===== src/rtl/vga_timing_generator_pkg.sv =====
// Shared VGA timing constants, coordinate type and per-axis phase encoding.
package vga_timing_pkg;

  // Industry-standard 640x480 @ 60 Hz timing.
  localparam int unsigned DefHVisible = 640;
  localparam int unsigned DefHFront   = 16;
  localparam int unsigned DefHSync    = 96;
  localparam int unsigned DefHBack    = 48;
  localparam int unsigned DefVVisible = 480;
  localparam int unsigned DefVFront   = 10;
  localparam int unsigned DefVSync    = 2;
  localparam int unsigned DefVBack    = 33;

  localparam int unsigned CoordWidth = 10;
  localparam int unsigned MaxTotal   = 1 << CoordWidth;

  typedef logic [CoordWidth-1:0] coord_t;

  typedef enum logic [1:0] {
    PhaseActive = 2'd0,
    PhaseFront  = 2'd1,
    PhaseSync   = 2'd2,
    PhaseBack   = 2'd3
  } phase_e;

endpackage


===== src/rtl/vga_timing_generator_if.sv =====
// Video timing bundle driven by the generator and consumed by pixel pipelines.
interface vga_timing_if;
  import vga_timing_pkg::*;

  logic   hsync;
  logic   vsync;
  logic   display_enable;
  coord_t pixel_x;
  coord_t pixel_y;
  logic   line_start;
  logic   frame_start;

  modport master (
    output hsync, vsync, display_enable, pixel_x, pixel_y, line_start, frame_start
  );

  modport slave (
    input hsync, vsync, display_enable, pixel_x, pixel_y, line_start, frame_start
  );

endinterface


===== src/rtl/vga_axis_counter.sv =====
// One timing axis: wrapping position counter plus ACTIVE/FRONT/SYNC/BACK phase FSM.
module vga_axis_counter
  import vga_timing_pkg::*;
#(
  parameter int unsigned visible = DefHVisible,
  parameter int unsigned front   = DefHFront,
  parameter int unsigned sync    = DefHSync,
  parameter int unsigned back    = DefHBack
) (
  input  logic   pixel_clk,
  input  logic   reset,
  input  logic   advance,
  output coord_t count,
  output phase_e phase,
  output logic   wrap
);

  localparam int unsigned Total = visible + front + sync + back;

  if (visible == 0 || front == 0 || sync == 0 || back == 0) begin : g_bad_phase
    $error("vga_axis_counter: every phase needs at least one count");
  end

  localparam coord_t LastCount  = coord_t'(Total - 1);
  localparam coord_t FrontStart = coord_t'(visible);
  localparam coord_t SyncStart  = coord_t'(visible + front);
  localparam coord_t BackStart  = coord_t'(visible + front + sync);

  coord_t count_q, count_d;
  phase_e phase_q, phase_d;

  assign wrap = advance && (count_q == LastCount);

  // Phase follows the count it will hold next, so both registers always agree.
  always_comb begin
    count_d = count_q;
    phase_d = phase_q;
    if (advance) begin
      count_d = wrap ? '0 : count_q + coord_t'(1);
      unique case (phase_q)
        PhaseActive: if (count_d == FrontStart) phase_d = PhaseFront;
        PhaseFront:  if (count_d == SyncStart)  phase_d = PhaseSync;
        PhaseSync:   if (count_d == BackStart)  phase_d = PhaseBack;
        PhaseBack:   if (wrap)                  phase_d = PhaseActive;
      endcase
    end
  end

  // Reset parks the axis on its last count so the first edge lands on 0/ACTIVE.
  always_ff @(posedge pixel_clk or posedge reset) begin
    if (reset) begin
      count_q <= LastCount;
      phase_q <= PhaseBack;
    end else begin
      count_q <= count_d;
      phase_q <= phase_d;
    end
  end

  assign count = count_q;
  assign phase = phase_q;

endmodule


===== src/rtl/vga_timing_generator.sv =====
// VGA sync/position generator: horizontal axis free-runs, vertical axis steps on line wrap.
module vga_timing_generator
  import vga_timing_pkg::*;
#(
  parameter int unsigned H_VISIBLE       = DefHVisible,
  parameter int unsigned H_FRONT         = DefHFront,
  parameter int unsigned H_SYNC          = DefHSync,
  parameter int unsigned H_BACK          = DefHBack,
  parameter int unsigned V_VISIBLE       = DefVVisible,
  parameter int unsigned V_FRONT         = DefVFront,
  parameter int unsigned V_SYNC          = DefVSync,
  parameter int unsigned V_BACK          = DefVBack,
  parameter bit          SYNC_ACTIVE_LOW = 1'b1
) (
  input  logic               pixel_clk,
  input  logic               reset,
  vga_timing_if.master       vid
);

  localparam int unsigned H_TOTAL = H_VISIBLE + H_FRONT + H_SYNC + H_BACK;
  localparam int unsigned V_TOTAL = V_VISIBLE + V_FRONT + V_SYNC + V_BACK;

  if (H_TOTAL > MaxTotal || V_TOTAL > MaxTotal) begin : g_bad_total
    $error("vga_timing_generator: H_TOTAL and V_TOTAL must not exceed %0d", MaxTotal);
  end

  coord_t h_count, v_count;
  phase_e h_phase, v_phase;
  logic   h_wrap, v_wrap;

  vga_axis_counter #(
    .visible (H_VISIBLE),
    .front   (H_FRONT),
    .sync    (H_SYNC),
    .back    (H_BACK)
  ) u_h_axis (
    .pixel_clk (pixel_clk),
    .reset     (reset),
    .advance   (1'b1),
    .count     (h_count),
    .phase     (h_phase),
    .wrap      (h_wrap)
  );

  vga_axis_counter #(
    .visible (V_VISIBLE),
    .front   (V_FRONT),
    .sync    (V_SYNC),
    .back    (V_BACK)
  ) u_v_axis (
    .pixel_clk (pixel_clk),
    .reset     (reset),
    .advance   (h_wrap),
    .count     (v_count),
    .phase     (v_phase),
    .wrap      (v_wrap)
  );

  // A frame can only end on the last pixel of a line.
  a_frame_wrap_on_line_wrap : assert property (
    @(posedge pixel_clk) disable iff (reset) v_wrap |-> h_wrap
  );

  // Every output decodes only the axis state registers, so all refer to one position.
  assign vid.pixel_x        = h_count;
  assign vid.pixel_y        = v_count;
  assign vid.display_enable = (h_phase == PhaseActive) && (v_phase == PhaseActive);
  assign vid.hsync          = (h_phase == PhaseSync) ^ SYNC_ACTIVE_LOW;
  assign vid.vsync          = (v_phase == PhaseSync) ^ SYNC_ACTIVE_LOW;
  assign vid.line_start     = (h_count == '0);
  assign vid.frame_start    = (h_count == '0) && (v_count == '0);

endmodule


===== src/flat_wrapper.sv =====
// flat-port wrapper written by rule: the top's interface ports become plain ports
module vga_timing_generator_flat import vga_timing_pkg::*;
#(
  parameter int unsigned H_VISIBLE       = DefHVisible,
  parameter int unsigned H_FRONT         = DefHFront,
  parameter int unsigned H_SYNC          = DefHSync,
  parameter int unsigned H_BACK          = DefHBack,
  parameter int unsigned V_VISIBLE       = DefVVisible,
  parameter int unsigned V_FRONT         = DefVFront,
  parameter int unsigned V_SYNC          = DefVSync,
  parameter int unsigned V_BACK          = DefVBack,
  parameter bit          SYNC_ACTIVE_LOW = 1'b1
)
  (pixel_clk, reset, vid_hsync, vid_vsync, vid_display_enable, vid_pixel_x, vid_pixel_y, vid_line_start, vid_frame_start);
  vga_timing_if vid_i ();
  input  logic pixel_clk;
  input  logic reset;
  output wire logic [$bits(vid_i.hsync)-1:0] vid_hsync;
  output wire logic [$bits(vid_i.vsync)-1:0] vid_vsync;
  output wire logic [$bits(vid_i.display_enable)-1:0] vid_display_enable;
  output wire logic [$bits(vid_i.pixel_x)-1:0] vid_pixel_x;
  output wire logic [$bits(vid_i.pixel_y)-1:0] vid_pixel_y;
  output wire logic [$bits(vid_i.line_start)-1:0] vid_line_start;
  output wire logic [$bits(vid_i.frame_start)-1:0] vid_frame_start;
  assign vid_hsync = vid_i.hsync;
  assign vid_vsync = vid_i.vsync;
  assign vid_display_enable = vid_i.display_enable;
  assign vid_pixel_x = vid_i.pixel_x;
  assign vid_pixel_y = vid_i.pixel_y;
  assign vid_line_start = vid_i.line_start;
  assign vid_frame_start = vid_i.frame_start;
  vga_timing_generator #(.H_VISIBLE(H_VISIBLE), .H_FRONT(H_FRONT), .H_SYNC(H_SYNC), .H_BACK(H_BACK), .V_VISIBLE(V_VISIBLE), .V_FRONT(V_FRONT), .V_SYNC(V_SYNC), .V_BACK(V_BACK), .SYNC_ACTIVE_LOW(SYNC_ACTIVE_LOW)) u_core (.pixel_clk(pixel_clk), .reset(reset), .vid(vid_i));
endmodule

===== config.mk =====
export PLATFORM = sky130hd
export DESIGN_NAME = vga_timing_generator_flat
export DESIGN_NICKNAME = d
export VERILOG_FILES = /design/src/rtl/vga_timing_generator_pkg.sv /design/src/rtl/vga_timing_generator_if.sv /design/src/rtl/vga_axis_counter.sv /design/src/rtl/vga_timing_generator.sv /design/src/flat_wrapper.sv
export SDC_FILE = /design/constraint.sdc
export NUM_CORES = 1
export LEC_CHECK = 0
export ABC_AREA = 1
export CAP_MARGIN = 10
export CORE_MARGIN = 1.5
export CORE_UTILIZATION = 50
export CTS_CLUSTER_DIAMETER = 100
export DETAILED_ROUTE_END_ITERATION = 16
export PLACE_DENSITY = 0.75
export SETUP_SLACK_MARGIN = 0.5
export SLEW_MARGIN = 10
export SYNTH_ARGS = -nofsm -noshare
export SYNTH_HDL_FRONTEND = slang
export SYNTH_SLANG_ARGS = --single-unit
export TNS_END_PERCENT = 1

===== constraint.sdc =====
create_clock -name pixel_clk -period 2.3 [get_ports pixel_clk]
set_input_delay 0.23 -clock pixel_clk [delete_from_list [all_inputs] [get_ports pixel_clk]]
set_output_delay 0.23 -clock pixel_clk [all_outputs]
set_load 0.02 [all_outputs]

; ---- Word level (Yosys, flattened, before mapping)
; Index checks and enable logic that the tools add are counted.
[totals]
regBits = 24
wordCells = 51
[op_classes]
addsub = 2
eq_ne = 22
mux = 12
bitwise_logic = 2
reduce_logical = 9
[op_table]
columns = cell, count
row1 = == test 10 bit (second input constant), 5
row2 = == test 10 x 9 -> 1 bit (second input constant), 3
row3 = adder 10 x 1 -> 10 bit (second input constant), 2
row4 = logical NOT 10 bit, 2
row5 = 2-to-1 mux 10 bit, 2
row6 = 2-to-1 mux 2 bit, 8
row7 = != test 2 bit (second input constant), 8
row8 = one-hot mux 2 bit (4 select lines), 2
row9 = == test 2 bit (second input constant), 4
row10 = AND reduction 5 bit, 1
row11 = == test 2 x 1 -> 1 bit (second input constant), 2
row12 = logical NOT 2 bit, 2
row13 = AND reduction 4 bit, 1
row14 = logical AND 1 bit, 3
row15 = inverter 1 bit, 2

; ---- Depth between registers and ports, before layout
; Gate-level depths: netlist of the first run.
[logic_depth]
ltp_word = 6
mapped_depth = 14

; ---- By module
; Synthesis of the first run repeated with hierarchy kept, for this count alone.
[unflattened]
cells_unflattened = 283
area_unflattened_um2 = 1946.9
[modules_own_cells]
columns = mod, n_inst, cells_per_inst, area_each_um2, seq_area_each_um2
row1 = vga_axis_counter at u_core.u_h_axis, 1, 135, 928.4, 311.5
row2 = vga_axis_counter at u_core.u_v_axis, 1, 122, 908.4, 306.5
row3 = vga_timing_generator, 1, 26, 110.1, 0.0

; ---- Least setup slack after synthesis of the first run
; Ideal clock, no wire load.
[synth_timing]
kind = reg-to-reg
start = register u_core.u_h_axis.count_q[0], in the netlist u_core.u_h_axis.count[0]
end = register u_core.u_v_axis.phase_q[0], in the netlist u_core.u_v_axis.phase[0]
arrival_ps = 1838
required_ps = 2224
path_slack_ps = 386
path_stages_with_launch = 13
synth_period_minus_slack_ps = 1914
cell_sequence = dfstp_2 -> ha_1 -> nand2_2 -> nor2_8 -> inv_4 -> nor2_8 -> nand2_4 -> o211ai_1 -> a21oi_1 -> nor2_2 -> nand2_1 -> nand2_1 -> nand2_1
[synth_via]
elab_chain_len = 6
[synth_lines]
columns = element, line
row1 = "start, declared", vga_axis_counter.sv:29  ; coord_t count_q, count_d;
row2 = "start signal, assigned", vga_axis_counter.sv:52  ; count_q <= LastCount;
row3 = "start signal, assigned", vga_axis_counter.sv:55  ; count_q <= count_d;
row4 = == test 10 bit *, vga_axis_counter.sv:32  ; assign wrap = advance && (count_q == LastCount);
row5 = logical AND 1 bit, vga_axis_counter.sv:32
row6 = 2-to-1 mux 10 bit, vga_axis_counter.sv:39  ; count_d = wrap ? '0 : count_q + coord_t'(1);
row7 = == test 10 x 9 -> 1 bit (on tied branches), "vga_axis_counter.sv:43, vga_axis_counter.sv:41, vga_axis_counter.sv:42"
row8 = != test 2 bit (no source line), --
row9 = AND reduction 5 bit (no source line) *, --
row10 = "end signal, assigned", vga_axis_counter.sv:53  ; phase_q <= PhaseBack;
row11 = "end signal, assigned", vga_axis_counter.sv:56  ; phase_q <= phase_d;
row12 = "end, declared", vga_axis_counter.sv:30  ; phase_e phase_q, phase_d;
; Every way passes the cells marked *; elsewhere a longest branch is shown, timed or not.
; A chain may end at the register's enable or synchronous reset.

; ---- Worst setup path after layout of the first run
[layout_timing]
start = register u_core.u_h_axis.count_q[0], in the netlist u_core.u_h_axis.count[0]
end = register u_core.u_v_axis.phase_q[1], in the netlist u_core.u_v_axis.phase[1]
; Same word-level chain as after synthesis.

==> qor.csv, run 1 <==
stage,metric,value,unit
routing,drt wl/cell,11.5,µm
worst_setup_path,CP arrival,2.18,ns
sta,"Slew Viols, Final",0,
sta,unrepaired setup endpoints after global routing,true,
synthesis,area share of the leading cell type in the synthesized netlist,20.5,%
sta,Final Hold Viols,0,
clock_tree,Clock Latency Late Sink,0.32,ns
sta,setup_tns,0,ns
finish,Area Overhead vs Synth,27.7,%
sta,Hold Slack,0.160,ns
hold_path,min-delay worst type,input pin to asynchronous set/reset pin,
routing,M1 WL,1980,µm
routing,metal2 WL,1750,µm
synthesis,"EDFF count, synth",0,
synthesis,"FFs w/ async S/R, synth",100,%
placed_design,HPWL reported at the end of detailed placement,2910,µm
die,I/O pins,27,
die,FP Rows,21,
routing,met3 wire length,86,µm
grt,GR Overflow Total,0,
outcome,run status,completed,
routing,vias,1657,
synthesis,Yosys cell types,29,
synthesis,largest area contributor in the netlist,dfstp_2,
routing,router iterations before antenna repair,4,
synthesis,Main synth FF type,dfstp_2,
routing,uppermost routed layer,met4,
die,core area,3390,µm²
placed_design,final RePlAce weighted congestion,0.897,
grt,largest net degree at the start of global routing,16,
power,P_leak,1.12,nW
sta,worst slew pin tran,0.479,ns
clock_tree,Clock Pin Slew Worst Setup and Hold Paths,0.14,ns
grt,global-route wire length before repair,6670,µm
routing,antenna-violating nets left,0,
die,Die ar.,3960,µm²
placed_design,PortBufs,26,
routing,Initial DRC Count,89,
worst_setup_path,CP Class,register to register,
power,pwr/cell area,278,nW/µm²
clock_tree,H-Tree Depth,1,
grt,initial antenna violation count,0,
die,DIE WIDTH,62.9,µm
synthesis,most numerous cell in the Yosys netlist,nand2_1,
clock_tree,clock sink count,24,
clock_tree,Root Buffer,clkbuf_4,
synthesis,commonest cells in the netlist,"nand2_1 (69), inv_1 (38), nand3_1 (31), nor2_1 (27)",
clock_tree,CTS tree,done,
finish,nets,309,
synthesis,Seq cells post-synth,24,
grt,vias in the first global route,1506,
worst_setup_path,CP startpoint kind,register,
clock_tree,Inserted Clock Buffers,3,
routing,Routed WL,3880,µm
routing,vias per inst,4.90,
sta,Setup-failing EPs final,0,
worst_setup_path,Crit. End Element,register,
grt,gr usage total,20.6,%
worst_setup_path,maximum fanout along the worst path,7,
finish,Fillers,277,
power,"Power, Total",0.000637,W
sta,crit share post-route,83.1,%
sta,headroom to the max-slew limit,67.7,%
finish,layout cells sized above 1,22.6,%
finish,diode count,0,
synthesis,register area share after synthesis,34.4,%
sta,Worst Skew,0.00779,ns
synthesis,Synth Net Count,267,
die,initial core utilization,52.9,%
clock_tree,clk buf depth,2,
synthesis,warnings from Yosys,0,
finish,area of the multi-input gates,1090,µm²
finish,"Core Util, Final",67.6,%
synthesis,Synth Instances,251,
sta,fmax,523,MHz
synthesis,synth top area cells,"dfstp_2 (21%), nand2_1 (14%), dfrtp_1 (14%)",
synthesis,Synth Cell Area,1790,µm²
power,worst vdd ir,183,µV
routing,DR DRC count,0,
sta,minimum clock period,1.91,ns
worst_setup_path,CP required,2.56,ns
synthesis,synthesized area per cell,7.15,µm²
finish,area taken by flip-flops and latches,619,µm²
die,Die Span Y,62.9,µm
job,Max-cap violations,0,
critical path, stage by stage, from the launching register on:
cell	delay, ns
dfstp_2	0.62
ha_4	0.16
nand2_4	0.07
nor2_8	0.17
inv_4	0.06
nor2_8	0.12
nand2_4	0.10
o211ai_1	0.10
a21oi_1	0.11
nor2_2	0.15
nand2_1	0.08
nand2_1	0.06
nand2_1	0.05
worst paths after layout:
| check | startpoint | to | slack [ns] | depth (start not counted) |
|---|---|---|---|---|
| hold reg to reg | u_core.u_h_axis.phase[0] | u_core.u_h_axis.phase[0] | 0.50 | 2 |
| setup reg to reg | u_core.u_h_axis.count[0] | u_core.u_v_axis.phase[1] | 0.39 | 12 |
| hold / removal | reset | u_core.u_v_axis.count[1] | 0.16 | 2 |
| setup / recovery | u_core.u_h_axis.count[0] | u_core.u_v_axis.phase[1] | 0.39 | 12 |
| min in group pixel_clk | u_core.u_h_axis.phase[0] | u_core.u_h_axis.phase[0] | 0.50 | 2 |
| max in group asynchronous | reset | u_core.u_h_axis.count[9] | 1.51 | 3 |
area by class of cell:
cell class,count,area share [%]
multi-input cells,186,47.7
flip-flops and latches,24,27.0
repair buffers,38,15.0
inverters,40,6.66
well taps,46,2.51
clock buffers,4,1.15
placed cells by master (no fill, tap or decap), types with 2 or more instances in the layout:
cell type        Yosys  final
dfrtp_1             10      9
nor2_8               2      2
o22ai_1              3      3
nor2_1              27     23
nand2_4              1      2
nor2_2               6      7
o21ai_0              8      8
dfstp_2             14     14
nand4_1              2      2
inv_1               38     38
or2_2                3      3
nand3_2              1      3
dlygate4sd2_1        0      3
clkbuf_4             0      3
ha_1                14     13
nor2_4               1      4
nand2_1             69     65
nand2_2              3      6
o21ai_2              1      2
a21oi_1              3      3
xor2_1               4      4
nand3_1             31     30
clkdlybuf4s50_1      0     21
buf_4                0     12
what timing repair did:
action,4_1_cts,5_1_grt
hold buffers,0,0
resized for setup,14,12
cloned,0,1
pin swaps,1,8
setup endpoints to repair,10,19
setup buffers,6,5
report_power, final:
group	leakage, nW	internal [W]	switching (W)
Combinational	0.831	0.00000268	0.00000877
Sequential	0.278	0.000423	0
Clock	0.0150	0.0000678	0.000135
sequential cells by signal (all words and copies together), names as in the netlist:
| signal | count |
|---|---|
| u_core.u_v_axis.count | 10 |
| u_core.u_h_axis.phase | 2 |
| u_core.u_v_axis.phase | 2 |
| u_core.u_h_axis.count | 10 |
through the flow:
stage | worst slack [ns] | instance area [µm²] | instances
floorplan | 0.503 | 1810 | 251
global placement | 0.282 | 2130 | 322
detailed placement | 0.253 | 2130 | 322
CTS | 0.404 | 2200 | 332
global route | 0.287 | 2290 | 338
finish | 0.388 | 2290 | 338
layer usage:
layer / GRT usage [%] / up-vias
li1: - / 878
met4: 7.50 / 0
met5: 0 / -
met3: 1.26 / 6
met2: 31.8 / 32
met1: 30.4 / 741
kinds of logic (layout without fill, tap and decap cells):
group                    count (synthesis)  after routing  share of synthesized area (%)
AO/OA/AOI/OAI                           18             18                           5.58
XOR/XNOR                                 4              4                           1.95
adder cells (fa/ha/maj)                 14             14                           9.76
buffers and inverters                   42             82                           9.00
flip-flops                              24             24                           34.4
AND/OR/NAND/NOR                        149            150                           39.3
No activity file was read; power rests on OpenSTA's default activity.
==> run 2: changes to the inputs <==
CORE_UTILIZATION = 49   (was 50)
PLACE_DENSITY = 0.76   (was 0.75)
clock period = 1.74 ns   (was 2.3 ns; I/O delays follow)
==> qor.csv, run 2 (synthesis gave the netlist of run 1 again) <==
stage,metric,value,unit,change
die,Die Span Y,63.5,µm,was 62.9 µm
sta,"Slew Viols, Final",0,,unchanged
worst_setup_path,slowest CP cell,dfstp_2,,unchanged
job,Max-cap violations,0,,unchanged
sta,crit share post-route,104,%,was 83.1%
sta,Worst Skew,0.00116,ns,was 0.00779 ns
routing,Routed WL,4450,µm,was 3880 µm
outcome,failing checks,setup timing,,
sta,final setup margin,-0.0755,ns,was 0.388 ns
hold_path,min-delay worst type,input pin to asynchronous set/reset pin,,unchanged
worst_setup_path,CP cell instances,ha_4 > nand2_4 > nor2_8 > nand3_4 > nand3_2 > nand2_2 > nor2_2 > nand2_1 > o21ai_1 > nand3_1 > nand2_1 > nand2_1,,was ha_4 > nand2_4 > nor2_8 > inv_4 > nor2_8 > nand2_4 > o211ai_1 > a21oi_1 > nor2_2 > nand2_1 > nand2_1 > nand2_1
sta,unrepaired setup endpoints after global routing,true,,unchanged
worst_setup_path,Crit. End Element,register,,unchanged
worst_setup_path,CP startpoint kind,register,,unchanged
placed_design,Cells after DPL,353,,was 322
worst_setup_path,Crit path largest cell delay,0.60,ns,was 0.62 ns
routing,DR DRC count,0,,unchanged
grt,initial antenna violation count,0,,unchanged
placed_design,pre-CTS WS,-0.119,ns,was 0.253 ns
routing,antenna-violating nets left,0,,unchanged
die,DIE WIDTH,63.5,µm,was 62.9 µm
placed_design,PortBufs,26,,unchanged
power,Sw Pwr,0.000201,W,was 0.000143 W
grt,vias in the first global route,1632,,"was 1,506"
placed_design,final RePlAce weighted congestion,0.830,,was 0.897
worst_setup_path,maximum fanout along the worst path,7,,unchanged
clock_tree,Inserted Clock Buffers,3,,unchanged
routing,router iterations before antenna repair,4,,unchanged
finish,Area Overhead vs Synth,40.4,%,was 27.7%
power,worst vdd ir,215,µV,was 183 µV
clock_tree,H-Tree Depth,1,,unchanged
finish,diode count,0,,unchanged
die,initial core utilization,52.5,%,was 52.9%
grt,global-route wire length before repair,7250,µm,was 6670 µm
sta,Setup-failing EPs final,8,,was 0
grt,largest net degree at the start of global routing,25,,was 16
clock_tree,Root Buffer,clkbuf_4,,unchanged
routing,vias,1781,,"was 1,657"
clock_tree,clk buf depth,2,,unchanged
sta,worst slew pin tran,0.323,ns,was 0.479 ns
power,sw frac,22.5,%,about the same
power,combinational group share of total power,1.7,%,was 1.8%
grt,GR Overflow Total,0,,unchanged
placed_design,placed standard-cell area,2360,µm²,was 2130 µm²
finish,nets,335,,was 309
sta,setup_tns,-0.383,ns,was 0 ns
sta,Hold Slack,0.171,ns,was 0.160 ns
sta,minimum clock period,1.82,ns,was 1.91 ns
clock_tree,clock sink count,24,,unchanged
finish,Post-Layout Cell Count,364,,was 338
worst_setup_path,CP most frequent cell,nand2_1,,unchanged
finish,"commonest non-fill, non-tap cells in the layout","nand2_1 (61), buf_4 (41), inv_1 (32)",,"was nand2_1 (65), inv_1 (38), nand3_1 (30)"
worst_setup_path,CP Class,register to register,,unchanged
clock_tree,Clock Pin Slew Worst Setup and Hold Paths,0.14,ns,about the same
finish,"commonest non-fill, non-tap cell in the layout",nand2_1,,unchanged
power,P_leak,1.31,nW,was 1.12 nW
die,Die ar.,4030,µm²,was 3960 µm²
placed_design,HPWL reported at the end of detailed placement,3210,µm,was 2910 µm
power,pwr/cell area,354,nW/µm²,was 278 nW/µm²
power,P_int,0.000692,W,was 0.000494 W
clock_tree,Clock Latency Late Sink,0.33,ns,was 0.32 ns
routing,vias per inst,4.89,,was 4.90
finish,fin area,2520,µm²,was 2290 µm²
power,clock share of power,35.6,%,was 31.8%
outcome,run status,"complete, but fails checks",,was completed
worst_setup_path,CP required,2.03,ns,was 2.56 ns
die,I/O pins,27,,unchanged
sta,Final Hold Viols,0,,unchanged
routing,Initial DRC Count,63,,was 89
worst_setup_path,CP arrival,2.11,ns,was 2.18 ns
sta,headroom to the max-slew limit,78.5,%,was 67.7%
die,core area,3420,µm²,was 3390 µm²
clock_tree,CTS tree,done,,unchanged
sta,fmax,551,MHz,was 523 MHz
die,FP Rows,21,,unchanged
finish,layout cells sized above 1,43.4,%,was 22.6%
routing,drt wl/cell,12.2,µm,was 11.5 µm
grt,gr usage total,22.9,%,was 20.6%
power,Reg power frac,62.7,%,was 66.4%
run 2: cell count changes in the layout (fill, tap and decap cells not counted), moves of 4 or more:
cell	change
buf_2	+8
buf_4	+29
buf_6	+13
clkdlybuf4s50_1	-20
ha_1	-5
ha_2	+5
inv_1	-6
inv_2	+6
nand2_1	-4
nand2_2	+4
nor2_2	+4
o21ai_0	-6
o21ai_1	+4
run 2: area by class of cell:
type / count / area (µm²)
Inverter: 40 / 153
Clock buffer: 4 / 36.3
Timing Repair Buffer: 65 / 518
Multi-Input combinational cell: 185 / 1140
Sequential cell: 24 / 618
Fill cell: 277 / 896
Tap cell: 46 / 57.6
run 2: critical path, delay by kind of cell, from the launching register on:
kind / cells / cell delay [ns]
compound gates: 1 / 0.08
fa+ha+maj: 1 / 0.16
flops: 1 / 0.60
simple gates: 10 / 0.92
run 2: layer usage:
metal / routed length (µm) / track usage (%) / share of wire, % / vias to the layer above
li1: - / - / - / 919
met1: 1980 / 29.4 / 45 / 816
met2: 2240 / 38.6 / 50 / 39
met3: 146 / 3.04 / 3.3 / 7
met4: 85 / 10.1 / 1.9 / 0
met5: 0 / 0 / 0 / -
run 2: worst paths after layout:
| path | from | slack [ns] | to | cells after the start |
|---|---|---|---|---|
| setup / recovery | u_core.u_h_axis.count[1] | -0.08 | u_core.u_h_axis.phase[1] | 12 |
| min in group pixel_clk | u_core.u_v_axis.phase[1] | 0.50 | u_core.u_v_axis.phase[1] | 2 |
| hold reg to reg | u_core.u_v_axis.phase[1] | 0.50 | u_core.u_v_axis.phase[1] | 2 |
| max in group asynchronous | reset | 1.28 | u_core.u_h_axis.count[1] | 3 |
| setup reg to reg | u_core.u_h_axis.count[1] | -0.08 | u_core.u_h_axis.phase[1] | 12 |
| hold / removal | reset | 0.17 | u_core.u_v_axis.count[1] | 3 |
run 2: repair_timing:
item,CTS,global route
setup buffers,4,3
gates cloned,0,0
pin swaps,10,7
resized for setup,132,36
hold buffers,0,0
setup endpoints to repair,47,46
endpoints found under the hold margin,0,0
run 2: stage by stage:
stage	power [W]	utilization, %
after floorplan	0.000577	-
final	0.000893	73.8
after CTS	0.000895	71.3
after global routing	0.000921	73.8
after global placement	0.000584	69.1
after detailed placement	0.000584	69.1
run 2: power groups by stage:
| stage | registers, W | clock network, W | logic [W] |
|---|---|---|---|
| after global placement | 0.000569 | 0 | 0.0000155 |
| after CTS | 0.000560 | 0.000320 | 0.0000158 |
| after floorplan | 0.000569 | 0 | 0.00000803 |
| after global routing | 0.000560 | 0.000344 | 0.0000175 |
| final | 0.000560 | 0.000318 | 0.0000151 |
| after detailed placement | 0.000569 | 0 | 0.0000158 |
==> run 3: changes to the inputs <==
CAP_MARGIN = not set   (was 10)
SETUP_SLACK_MARGIN = 0.05   (was 0.5)
==> qor.csv, run 3 (synthesis gave the netlist of run 1 again) <==
stage,metric,value,unit,change
outcome,run status,"complete, but fails checks",,unchanged
outcome,failing checks,setup timing,,unchanged
placed_design,final RePlAce weighted congestion,0.830,,unchanged
finish,nets,334,,was 335
grt,initial antenna violation count,0,,unchanged
die,Die ar.,4030,µm²,unchanged
placed_design,pre-CTS WS,-0.119,ns,unchanged
sta,fmax,546,MHz,was 551 MHz
sta,Hold Slack,0.166,ns,was 0.171 ns
worst_setup_path,CP arrival,2.12,ns,was 2.11 ns
worst_setup_path,slowest CP cell,dfstp_2,,unchanged
routing,Initial DRC Count,74,,was 63
sta,unrepaired setup endpoints after global routing,true,,unchanged
sta,worst slew pin tran,0.324,ns,was 0.323 ns
grt,largest net degree at the start of global routing,25,,unchanged
worst_setup_path,CP required,2.03,ns,about the same
die,DIE WIDTH,63.5,µm,unchanged
worst_setup_path,Crit path max-delay family,simple AND/OR/NAND/NOR gates,,unchanged
routing,router iterations before antenna repair,4,,unchanged
worst_setup_path,Crit path largest cell delay,0.60,ns,about the same
clock_tree,H-Tree Depth,1,,unchanged
routing,vias per inst,4.81,,was 4.89
hold_path,min-delay worst type,input pin to asynchronous set/reset pin,,unchanged
clock_tree,Clock Latency Late Sink,0.34,ns,was 0.33 ns
clock_tree,clk buf depth,2,,unchanged
routing,Routed WL,4290,µm,was 4450 µm
clock_tree,Inserted Clock Buffers,3,,unchanged
sta,headroom to the max-slew limit,78.4,%,was 78.5%
clock_tree,clock sink count,24,,unchanged
die,I/O pins,27,,unchanged
grt,GR Overflow Total,0,,unchanged
grt,vias in the first global route,1609,,"was 1,632"
worst_setup_path,CP startpoint kind,register,,unchanged
die,initial core utilization,52.5,%,unchanged
placed_design,HPWL reported at the end of detailed placement,3210,µm,unchanged
job,Max-cap violations,0,,unchanged
placed_design,Cells after DPL,353,,unchanged
finish,Area Overhead vs Synth,39.2,%,was 40.4%
finish,"commonest non-fill, non-tap cells in the layout","nand2_1 (61), buf_4 (38), inv_1 (35)",,"was nand2_1 (61), buf_4 (41), inv_1 (32)"
clock_tree,# hold bufs at CTS,0,,unchanged
sta,Setup-failing EPs final,7,,was 8
power,pwr/cell area,358,nW/µm²,was 354 nW/µm²
finish,Post-Layout Cell Count,363,,was 364
clock_tree,CTS tree,done,,unchanged
sta,minimum clock period,1.83,ns,was 1.82 ns
power,P_leak,1.33,nW,was 1.31 nW
sta,final setup margin,-0.0906,ns,was -0.0755 ns
worst_setup_path,"Buf+Inv Stages, Crit Path",0,,unchanged
placed_design,placed standard-cell area,2360,µm²,unchanged
sta,Final Hold Viols,0,,unchanged
finish,diode count,0,,unchanged
finish,layout cells sized above 1,34.1,%,was 43.4%
die,core area,3420,µm²,unchanged
die,FP Rows,21,,unchanged
sta,crit share post-route,105,%,was 104%
clock_tree,Root Buffer,clkbuf_4,,unchanged
worst_setup_path,reg2reg setup slack,-0.09,ns,was -0.08 ns
placed_design,PortBufs,26,,unchanged
routing,DR DRC count,0,,unchanged
finish,"commonest non-fill, non-tap cell in the layout",nand2_1,,unchanged
grt,gr usage total,22.3,%,was 22.9%
sta,Worst Skew,0.00828,ns,was 0.00116 ns
worst_setup_path,CP cell instances,ha_4 > nand2_4 > nor2_8 > nand3_4 > nand3_2 > nand2_2 > nor2_1 > nand3_1 > nand2_2 > nand3_1 > nand2_1 > nand2_1,,was ha_4 > nand2_4 > nor2_8 > nand3_4 > nand3_2 > nand2_2 > nor2_2 > nand2_1 > o21ai_1 > nand3_1 > nand2_1 > nand2_1
clock_tree,Clock Pin Slew Worst Setup and Hold Paths,0.15,ns,was 0.14 ns
routing,drt wl/cell,11.8,µm,was 12.2 µm
routing,antenna-violating nets left,0,,unchanged
finish,fin area,2500,µm²,was 2520 µm²
routing,vias,1747,,"was 1,781"
worst_setup_path,maximum fanout along the worst path,7,,unchanged
worst_setup_path,CP Class,register to register,,unchanged
sta,"Slew Viols, Final",0,,unchanged
worst_setup_path,Crit. End Element,register,,unchanged
power,worst vdd ir,215,µV,about the same
grt,global-route wire length before repair,7020,µm,was 7250 µm
die,Die Span Y,63.5,µm,unchanged
run 3: what timing repair did:
item,4_1_cts,5_1_grt
buffers inserted,4,2
setup endpoints to repair,22,21
pin swaps,6,6
resized for setup,41,26
run 3: area by class of cell:
cell class | instances | area [µm²]
multi-input combinational | 185 | 1110
tap | 46 | 57.6
inverter | 40 | 153
timing repair buffer | 64 | 519
sequential | 24 | 618
clock buffer | 4 | 36.3
fill | 284 | 918
run 3: tightest hold or removal path, delay by kind of cell:
family	cells	cell delay, ns
buffers and inverters	3	0.75
run 3: per-layer routing:
layer | up-vias | global-route usage, % | share of wire, %
li1 | 918 | - | -
met1 | 800 | 28.1 | 47
met2 | 22 | 37.6 | 49
met3 | 7 | 3.04 | 2.1
met4 | 0 | 10.1 | 2.0
met5 | - | 0 | 0
run 3: path summary, 6_finish.rpt:
check,endpoint,startpoint,depth (start not counted)
min reg2reg,u_core.u_v_axis.phase[1],u_core.u_v_axis.phase[1],2
max,u_core.u_h_axis.phase[1],u_core.u_h_axis.count[0],12
max reg2reg,u_core.u_h_axis.phase[1],u_core.u_h_axis.count[0],12
max in group asynchronous,u_core.u_v_axis.phase[0],reset,3
min,u_core.u_h_axis.count[6],reset,3
min in group pixel_clk,u_core.u_v_axis.phase[1],u_core.u_v_axis.phase[1],2
run 3: per-stage QoR:
stage / setup TNS (ns) / util, % / total power (W)
6_report: -0.451 / 73.1 / 0.000893
5_1_grt: -1.33 / 73.1 / 0.000917
4_1_cts: -0.389 / 71.0 / 0.000895
3_5_place_dp: -0.503 / 69.1 / 0.000584
3_3_place_gp: -0.339 / 69.1 / 0.000584
2_1_floorplan: -0.211 / - / 0.000577
run 3: power by group:
group / internal (W) / total, W / switching [W]
Sequential: 0.000560 / 0.000560 / 0
Combinational: 0.00000360 / 0.0000151 / 0.0000115
Clock: 0.000128 / 0.000318 / 0.000190
Total: 0.000692 / 0.000893 / 0.000201
